==> src/rtl/serial_adder_ctrl_pkg.sv <==
// serial_adder_ctrl_pkg: shared FSM state encoding for the bit-serial adder controller
package serial_adder_ctrl_pkg;
   typedef logic [1:0] state_t;
   localparam state_t S_IDLE = 2'd0;
   localparam state_t S_RUN  = 2'd1;
   localparam state_t S_DONE = 2'd2;
endpackage

==> src/rtl/serial_adder_ctrl_fa_bit.sv <==
// fa_bit: combinational 1-bit full adder cell shared by every bit position
module fa_bit (
   input  logic i_a,
   input  logic i_b,
   input  logic i_ci,
   output logic o_s,
   output logic o_co
);
   assign o_s  = i_a ^ i_b ^ i_ci;
   assign o_co = (i_a & i_b) | (i_ci & (i_a ^ i_b));
endmodule

==> src/rtl/serial_adder_ctrl.sv <==
// serial_adder_ctrl: sequences one full-adder cell LSB first over two operands with a start/busy/done handshake
module serial_adder_ctrl
   import serial_adder_ctrl_pkg::*;
#(
   parameter  int WIDTH = 8,
   localparam int CNT_W = $clog2(WIDTH + 1)
) (
   input  logic             clk,
   input  logic             rst_n,
   input  logic             i_start,
   input  logic             i_abort,
   input  logic [WIDTH-1:0] i_a,
   input  logic [WIDTH-1:0] i_b,
   input  logic             i_cin,
   output logic             o_busy,
   output logic             o_done,
   output logic [WIDTH-1:0] o_sum,
   output logic             o_cout
);
   state_t           r_state;
   state_t           w_next;
   logic [WIDTH-1:0] r_sh_a;
   logic [WIDTH-1:0] r_sh_b;
   logic [WIDTH-1:0] r_sh_s;
   logic             r_carry;
   logic [CNT_W-1:0] r_cnt;
   logic             w_s;
   logic             w_co;
   logic             w_last;
   logic [WIDTH-1:0] w_sh_s;

   fa_bit u_fa (
      .i_a  (r_sh_a[0]),
      .i_b  (r_sh_b[0]),
      .i_ci (r_carry),
      .o_s  (w_s),
      .o_co (w_co)
   );

   assign w_last = r_cnt == CNT_W'(WIDTH - 1);
   assign w_sh_s = {w_s, r_sh_s[WIDTH-1:1]};

   // state register
   always_ff @(posedge clk or negedge rst_n) begin
      if (!rst_n) r_state <= S_IDLE;
      else        r_state <= w_next;
   end

   // next state: abort beats completion; DONE and the unused encoding fall back to IDLE
   always_comb begin
      w_next = (r_state == S_IDLE) ? (i_start ? S_RUN : S_IDLE) :
               (r_state == S_RUN)  ? (i_abort ? S_IDLE : (w_last ? S_DONE : S_RUN)) :
                                     S_IDLE;
   end

   // handshake outputs decoded from state
   always_comb begin
      o_busy = r_state == S_RUN;
      o_done = r_state == S_DONE;
   end

   // operand capture, serial shift and result commit; the result only moves on a non-aborted final bit
   always_ff @(posedge clk or negedge rst_n) begin
      if (!rst_n) begin
         r_sh_a  <= '0;
         r_sh_b  <= '0;
         r_sh_s  <= '0;
         r_carry <= 1'b0;
         r_cnt   <= '0;
         o_sum   <= '0;
         o_cout  <= 1'b0;
      end else if (r_state == S_IDLE && i_start) begin
         r_sh_a  <= i_a;
         r_sh_b  <= i_b;
         r_carry <= i_cin;
         r_cnt   <= '0;
      end else if (r_state == S_RUN && !i_abort) begin
         r_sh_a  <= r_sh_a >> 1;
         r_sh_b  <= r_sh_b >> 1;
         r_sh_s  <= w_sh_s;
         r_carry <= w_co;
         r_cnt   <= r_cnt + CNT_W'(1);
         if (w_last) begin
            o_sum  <= w_sh_s;
            o_cout <= w_co;
         end
      end
   end
endmodule

==> config.mk <==
export PLATFORM = sky130hd
export DESIGN_NAME = serial_adder_ctrl
export DESIGN_NICKNAME = d
export VERILOG_FILES = /design/src/rtl/serial_adder_ctrl_pkg.sv /design/src/rtl/serial_adder_ctrl_fa_bit.sv /design/src/rtl/serial_adder_ctrl.sv
export SDC_FILE = /design/constraint.sdc
export NUM_CORES = 1
export LEC_CHECK = 0
export ABC_AREA = 1
export CAP_MARGIN = 20
export CORE_AREA = 8 8 52 86
export DETAILED_ROUTE_END_ITERATION = 7
export DIE_AREA = 0 0 60 94
export PLACE_DENSITY = 0.85
export SYNTH_ARGS = -nofsm -noshare
export SYNTH_HDL_FRONTEND = slang
export SYNTH_SLANG_ARGS = --single-unit
==> constraint.sdc <==
create_clock -name clk -period 2.7 [get_ports clk]
set_clock_uncertainty 0.1 [all_clocks]
set_input_delay 0.405 -clock clk [delete_from_list [all_inputs] [get_ports clk]]
set_output_delay 0.405 -clock clk [all_outputs]
set_load 0.005 [all_outputs]
==> results of run 1 <==
==> path summary, 6_finish.rpt <==
path,from,endpoint,slack (ps),cells past startpoint
setup / recovery,r_state[1]$_DFF_PN0_,o_busy,740,4
hold / removal,rst_n,o_sum[5]$_DFFE_PN0P_,100,1
setup reg to reg,r_state[1]$_DFF_PN0_,r_cnt[3]$_DFFE_PN0P_,1130,6
hold reg to reg,r_sh_s[5]$_DFFE_PN0P_,o_sum[4]$_DFFE_PN0P_,380,2
max in group asynchronous,rst_n,r_sh_b[1]$_DFFE_PN0P_,1870,1
min in group clk,r_sh_s[5]$_DFFE_PN0P_,o_sum[4]$_DFFE_PN0P_,380,2
==> cell families after synthesis <==
kind of cell               Yosys count  share of synthesized area
AOI/OAI and AO/OA                   20                     0.0597
adders and majority gates            2                     0.0187
buffers and inverters               18                     0.0669
DFF                                 39                      0.561
and+or+nand+nor                    113                      0.294
==> state kept, by name, summed over array words and instances (netlist names) <==
name     flops
r_state      2
r_sh_b       8
o_sum        8
r_cnt        4
r_sh_s       7
r_sh_a       8
r_carry      1
o_cout       1
==> synthesized netlist by cell type, drive strengths merged <==
cell type,n
nand2,73
dfrtp,39
nand3,32
o21ai,18
buf,9
inv,9
nor2,7
a21oi,2
fa,1
ha,1
or2,1
==> final cells by class <==
type                    count  area, µm²  area share
clock inverters             2       60.1      0.0279
clock buffers               6       72.6      0.0337
inverters                   9       33.8      0.0157
well taps                  45       56.3      0.0262
flip-flops and latches     39        976       0.454
repair buffers             31        305       0.142
multi-input cells         135        647       0.301
==> stage by stage <==
step / utilization / cell area (µm²) / worst slack, ps
CTS: 0.646 / 2150 / 719
detailed placement: 0.606 / 2020 / 740
global placement: 0.606 / 2020 / 792
global route: 0.646 / 2150 / 644
floorplan: - / 1740 / 1340
finish: 0.646 / 2150 / 736
==> where the power goes <==
group | internal (mW) | leakage [nW] | total, mW | switching, mW
sequential | 0.720 | 0.507 | 0.803 | 0.0837
combinational | 0.130 | 0.486 | 0.295 | 0.166
clock | 0.369 | 0.0654 | 0.567 | 0.198
==> routing by layer <==
| layer | track usage | vias to the layer above |
|---|---|---|
| met5 | 0 | - |
| met4 | 0.0842 | 0 |
| met3 | 0.0384 | 9 |
| met2 | 0.230 | 31 |
| met1 | 0.139 | 638 |
| li1 | - | 675 |
==> critical path, delay by kind of cell, from the launching register on <==
family,cells,cell delay (ps)
and+or+nand+nor,1,90
DFF,1,390
buffers and inverters,3,690
==> flow_summary.ini, run 1 <==
[synthesis]
ys_ff_latch = 39
yosys.area.top_type = dfrtp_1
synth_cell_types = 21
synth_top_area_share = 0.561
yosys-top-cells-area = dfrtp_1 (56%), nand2_1 (15%), nand3_1 (8.9%)
yosys_warnings = 0
syn_avg_cell_area_um2 = 9.06
synth_seq_area_share = 0.561
syn_area_um2 = 1740
syn_nets = 215
syn-instance-count = 192

[critical_path]
cp-end-kind = output pin
cp.arrival_ps = 1460
start_kind = flip-flop
cp_common_cell = inv_1
path_cells = inv_1 -> nand2_2 -> inv_1 -> clkdlybuf4s50_1
path_max_fanout = 3
cp_slowest_cell = clkdlybuf4s50_1
cpPeakStageDelay_ps = 490
worstPathRequired_ps = 2190
crit_type = flip-flop to output pin

[drt]
drcViolationCount = 0
final_antenna_net_count = 0
dr_wl_met2_um = 1770
wl_per_cell_um = 12.4
drt_iter0_drc = 43
dr_wl_met3_um = 169
wl_met1_um = 1280
vias = 1353
drt_first_pass_iters = 4
drt-vias-per-instance = 5.07
drt-total-wl_um = 3320
highest_layer = met4

[cells_and_area]
syn2layout_area_growth_pct = 23.7
final_cells = 267
drive_above_1_share = 0.0721
final_common_cell = nand2_1
final_cell_mix = nand2_1 (71), dfrtp_1 (39), nand3_1 (31)
layout.nets = 244
diodes = 0
fillers = 278

[timing]
min_period_ps = 1960
setup-tns-final_ps = 0
finalHoldViolCount = 0
setup_viol = 0
slew_headroom = 0.451
period_share = 0.727
maxSlewViolCount = 0
whs_ps = 102
worst_pin_slew_ps = 823
rsz0062_at_grt = no
clock.fmax_mhz = 509

[placed_design]
numPlacedInstances = 259
dp_hpwl_um = 2360
port_buffers = 31
gp_congestion = 0.753

[clock_network]
clockBufferDepth = 2
htreeDepth = 2
clk_pin_slew_ps = 80
ctsHoldBuffers = 0
cts_resized = 0
numCtsBuffers = 5
cts_tree = built
clkLatencyLatePin_ps = 290
clock-sinks = 39
ctsRootBufferMaster = clkbuf_8
cts_setup_buffers = 0

[global_route]
grt_pass1_vias = 1400
grt_pass1_wl_um = 5870
grt_overflow = 0
grt_max_degree = 40
antenna_found_initial = 0
grt_usage = 0.135

[floorplanning]
die_h_um = 94
core_area_um2 = 3330
die_width_um = 60
boundaryPins = 32
start_util = 0.523
die-area_um2 = 5640
std_cell_rows = 28

[power_and_ir_drop]
ir_worst_vdd_uv = 707
p_per_area_nw_per_um2 = 774
power_mw = 1.67
leakage_nw = 1.06

[job]
cap_viol_max_count = 0

[hold_path]
hold_path.class = input port to async pin

[outcome]
status = completed
Note: power is estimated with default switching activity, not from simulation.
==> run 2, diff against run 1 <==
--- a/config.mk
+++ b/config.mk
@@ -7,10 +7,10 @@
 export LEC_CHECK = 0
 export ABC_AREA = 1
 export CAP_MARGIN = 20
-export CORE_AREA = 8 8 52 86
+export CORE_AREA = 8 8 54 89
 export DETAILED_ROUTE_END_ITERATION = 7
-export DIE_AREA = 0 0 60 94
-export PLACE_DENSITY = 0.85
+export DIE_AREA = 0 0 62 97
+export PLACE_DENSITY = 0.8
 export SYNTH_ARGS = -nofsm -noshare
 export SYNTH_HDL_FRONTEND = slang
 export SYNTH_SLANG_ARGS = --single-unit
==> constraint.sdc (replaced) <==
create_clock -name clk -period 1.9 [get_ports clk]
set_clock_uncertainty 0.1 [all_clocks]
set_input_delay 0.285 -clock clk [delete_from_list [all_inputs] [get_ports clk]]
set_output_delay 0.285 -clock clk [all_outputs]
set_load 0.005 [all_outputs]
==> flow_summary.ini, run 2 (same netlist as run 1, synthesis figures left out) <==
[clock_network]
htreeDepth = 2
clockBufferDepth = 2
cts_setup_buffers = 0
clock-sinks = 39
ctsRootBufferMaster = clkbuf_8
clkLatencyLatePin_ps = 290
cts_tree = built
numCtsBuffers = 5
clk_pin_slew_ps = 70

[placed_design]
port_buffers = 31
place_ws_ps = 86.8
dp_hpwl_um = 2420
gp_congestion = 0.768
placedInstanceArea_um2 = 2060

[timing]
clock.fmax_mhz = 566
rsz0062_at_grt = no
whs_ps = 375
setup-tns-final_ps = 0
worst_pin_slew_ps = 477
setup_viol = 0
slew_headroom = 0.682
layout_setup_ws_ps = 134
min_period_ps = 1770
period_share = 0.929
maxSlewViolCount = 0
finalHoldViolCount = 0

[cells_and_area]
final_cell_mix = nand2_1 (71), dfrtp_1 (39), nand3_1 (31)
layout.nets = 249
final_cell_area_um2 = 2180
final_common_cell = nand2_1
top_regs = o_sum x8, r_sh_a x8, r_sh_b x8
fillers = 321
syn2layout_area_growth_pct = 25.6
drive_above_1_share = 0.0969
diodes = 0

[power_and_ir_drop]
p_clk_frac = 0.302
leakage_nw = 1.08
p_per_area_nw_per_um2 = 1030
swShare = 0.287
pwr-share-comb = 0.188
ir_worst_vdd_uv = 700
p_int_mw = 1.61
seqPwrFrac = 0.509
p_switching_mw = 0.647

[critical_path]
path_cells = inv_2 -> nand2_2 -> inv_1 -> clkdlybuf4s50_1
worstPathRequired_ps = 1510
crit_start = r_state[1]$_DFF_PN0_
path_max_fanout = 3
cp_slowest_cell = clkdlybuf4s50_1
r2r-start = r_cnt[0]$_DFFE_PN0P_
cp.arrival_ps = 1380
cpPeakStageDelay_ps = 490
start_kind = flip-flop
cp-end-kind = output pin
crit_type = flip-flop to output pin

[drt]
drt_first_pass_iters = 4
drt_iter0_drc = 30
drt-vias-per-instance = 5.07
drt-total-wl_um = 3340
drcViolationCount = 0
wl_per_cell_um = 12.2
final_antenna_net_count = 0
vias = 1385

[global_route]
grt_max_degree = 40
grt_usage = 0.129
grt_pass1_wl_um = 6000
grt_overflow = 0
antenna_found_initial = 0
grt_pass1_vias = 1437

[floorplanning]
std_cell_rows = 29
die_h_um = 97
start_util = 0.484
die-area_um2 = 6010
boundaryPins = 32
core_area_um2 = 3590
die_width_um = 62

[outcome]
status = completed

[hold_path]
min_from = r_sh_b[7]$_DFFE_PN0P_
hold_path.class = flip-flop to flip-flop

[job]
cap_viol_max_count = 0
[run 2: final timing paths]
kind | slack (ps) | cells after the start | to
hold reg to reg | 370 | 2 | r_sh_b[7]$_DFFE_PN0P_
hold / removal | 370 | 2 | r_sh_b[7]$_DFFE_PN0P_
setup reg to reg | 440 | 6 | o_cout$_DFFE_PN0P_
min in group asynchronous | 460 | 3 | o_sum[0]$_DFFE_PN0P_
max in group asynchronous | 890 | 3 | r_sh_b[2]$_DFFE_PN0P_
setup / recovery | 130 | 4 | o_busy
[run 2: layout make-up]
cell class              count  area, µm²  share of cell area
clock buffers               5       68.8              0.0315
clock inverters             3       43.8              0.0200
inverters                   9       33.8              0.0155
multi-input cells         135        647               0.296
flip-flops and latches     39        976               0.447
well taps                  46       57.6              0.0263
repair buffers             36        358               0.164
[run 2: timing repair]
item                                   CTS  global route
hold buffers                             1             0
resized for setup                        0             1
endpoints found under the hold margin   39             0
setup endpoints to repair                0             1
[run 2: critical path: cells and delay by family, from the launching register on]
kind | cells | cell delay, ps
flip-flops | 1 | 390
buffers and inverters | 3 | 640
AND/OR/NAND/NOR | 1 | 70
[run 2: metal layers]
layer	vias up	GRT usage	wire, µm
li1	685	-	-
met1	662	0.139	1340
met2	29	0.215	1750
met3	9	0.0345	151
met4	0	0.0654	89
met5	-	0	0
[run 2: power by group through the flow]
stage | clock network, mW | logic (mW) | registers [mW]
global placement | 0 | 0.416 | 1.16
CTS | 0.700 | 0.437 | 1.15
floorplan | 0 | 0.306 | 1.13
global route | 0.739 | 0.503 | 1.17
finish | 0.682 | 0.425 | 1.15
detailed placement | 0 | 0.433 | 1.16
[run 2: stage by stage]
step	std cells	power (mW)	utilization
floorplan	192	1.44	-
global placement	264	1.57	0.574
detailed placement	264	1.60	0.574
CTS	273	2.29	0.608
global route	273	2.42	0.608
finish	273	2.26	0.608
==> run 3, diff against run 2 <==
--- a/config.mk
+++ b/config.mk
@@ -7,10 +7,10 @@
 export LEC_CHECK = 0
 export ABC_AREA = 1
 export CAP_MARGIN = 20
-export CORE_AREA = 8 8 54 89
+export CORE_AREA = 8 8 59 99
 export DETAILED_ROUTE_END_ITERATION = 7
-export DIE_AREA = 0 0 62 97
-export PLACE_DENSITY = 0.8
+export DIE_AREA = 0 0 67 107
+export PLACE_DENSITY = 0.67
 export SYNTH_ARGS = -nofsm -noshare
 export SYNTH_HDL_FRONTEND = slang
 export SYNTH_SLANG_ARGS = --single-unit
==> flow_summary.ini, run 3 (same netlist as run 1, synthesis figures left out) <==
[outcome]
status = completed

[clock_network]
clkLatencyLatePin_ps = 300
clk_pin_slew_ps = 80
htreeDepth = 2
cts_resized = 0
cts_setup_buffers = 0
clock-sinks = 39
ctsRootBufferMaster = clkbuf_8
numCtsBuffers = 5
cts_tree = built
clockBufferDepth = 2

[timing]
min_period_ps = 1820
period_share = 0.960
setup_viol = 0
whs_ps = 365
setup-tns-final_ps = 0
maxSlewViolCount = 0
clock.fmax_mhz = 548
slew_headroom = 0.698
worst_pin_slew_ps = 454
finalHoldViolCount = 0
rsz0062_at_grt = no

[cells_and_area]
drive_above_1_share = 0.100
fillers = 461
syn2layout_area_growth_pct = 28.3
final_common_cell = nand2_1
multiInputGateArea_um2 = 647
final_cell_mix = nand2_1 (71), dfrtp_1 (39), nand3_1 (31)
layout.nets = 251
top_regs = o_sum x8, r_sh_a x8, r_sh_b x8
regArea_um2 = 976
diodes = 0

[drt]
drcViolationCount = 0
drt_first_pass_iters = 4
final_antenna_net_count = 0
drt-total-wl_um = 3520
vias = 1375
drt_iter0_drc = 53
wl_per_cell_um = 12.5
drt-vias-per-instance = 4.89

[hold_path]
hold_path.class = input port to async pin

[power_and_ir_drop]
p_per_area_nw_per_um2 = 1080
ir_worst_vdd_uv = 680
power_mw = 2.40
leakage_nw = 1.09

[global_route]
grt_max_degree = 29
antenna_found_initial = 0
grt_pass1_wl_um = 6270
grt_overflow = 0
grt_pass1_vias = 1452
grt_usage = 0.111

[floorplanning]
start_util = 0.383
core_area_um2 = 4540
die_width_um = 67
std_cell_rows = 33
boundaryPins = 32
die_h_um = 107
die-area_um2 = 7170

[critical_path]
path_max_fanout = 3
cp-end-kind = output pin
worstPathRequired_ps = 1510
cp.arrival_ps = 1440
start_kind = flip-flop
crit_type = flip-flop to output pin

[job]
cap_viol_max_count = 0

[placed_design]
gp_congestion = 0.756
dp_hpwl_um = 2570
port_buffers = 31
==> run 3: path summary, 6_finish.rpt <==
check / depth (start not counted) / to / start / slack (ps)
worst max-delay path: 4 / o_busy / r_state[1]$_DFF_PN0_ / 80
worst min-delay path: 2 / r_sh_a[5]$_DFFE_PN0P_ / rst_n / 360
worst max register to register: 5 / r_sh_b[1]$_DFFE_PN0P_ / r_state[1]$_DFF_PN0_ / 420
worst min register to register: 2 / o_sum[4]$_DFFE_PN0P_ / r_sh_s[5]$_DFFE_PN0P_ / 370
max in group asynchronous: 3 / r_sh_b[1]$_DFFE_PN0P_ / rst_n / 870
min in group clk: 2 / o_sum[4]$_DFFE_PN0P_ / r_sh_s[5]$_DFFE_PN0P_ / 370
==> run 3: through the flow <==
step / setup WS (ps) / utilization / instances / cell area, µm²
2_1_floorplan: 536 / - / 192 / 1740
3_3_place_gp: 170 / 0.459 / 272 / 2080
3_5_place_dp: 132 / 0.459 / 272 / 2080
4_1_cts: 54.2 / 0.491 / 281 / 2230
5_1_grt: 8.78 / 0.491 / 281 / 2230
6_report: 75.8 / 0.491 / 281 / 2230
==> run 3: cell type report <==
class,count,area share
Clock inverter,3,0.0303
Multi-Input combinational cell,135,0.290
Inverter,9,0.0151
Clock buffer,5,0.0308
Tap cell,52,0.0292
Timing Repair Buffer,38,0.167
Sequential cell,39,0.437
==> run 3: routing by layer <==
layer,share of wire,GRT usage
met1,0.40,0.117
met2,0.53,0.190
met3,0.042,0.0271
met4,0.028,0.0677
met5,0,0
==> run 3: critical path, stage by stage (launching register included) <==
cell             delay (ps)
dfrtp_1                 380
inv_1                   140
nand2_2                  90
inv_1                    60
clkdlybuf4s50_1         490
==> run 3: where the power goes <==
| group | internal [mW] | switching, mW | leakage (nW) |
|---|---|---|---|
| clock | 0.524 | 0.298 | 0.0644 |
| sequential | 1.02 | 0.123 | 0.507 |
| combinational | 0.199 | 0.234 | 0.524 |
| total | 1.75 | 0.655 | 1.09 |
==> run 3: timing repair <==
action                                 CTS  global route
endpoints found under the hold margin   18             0
hold buffers                             1             0
setup endpoints to repair                0             0
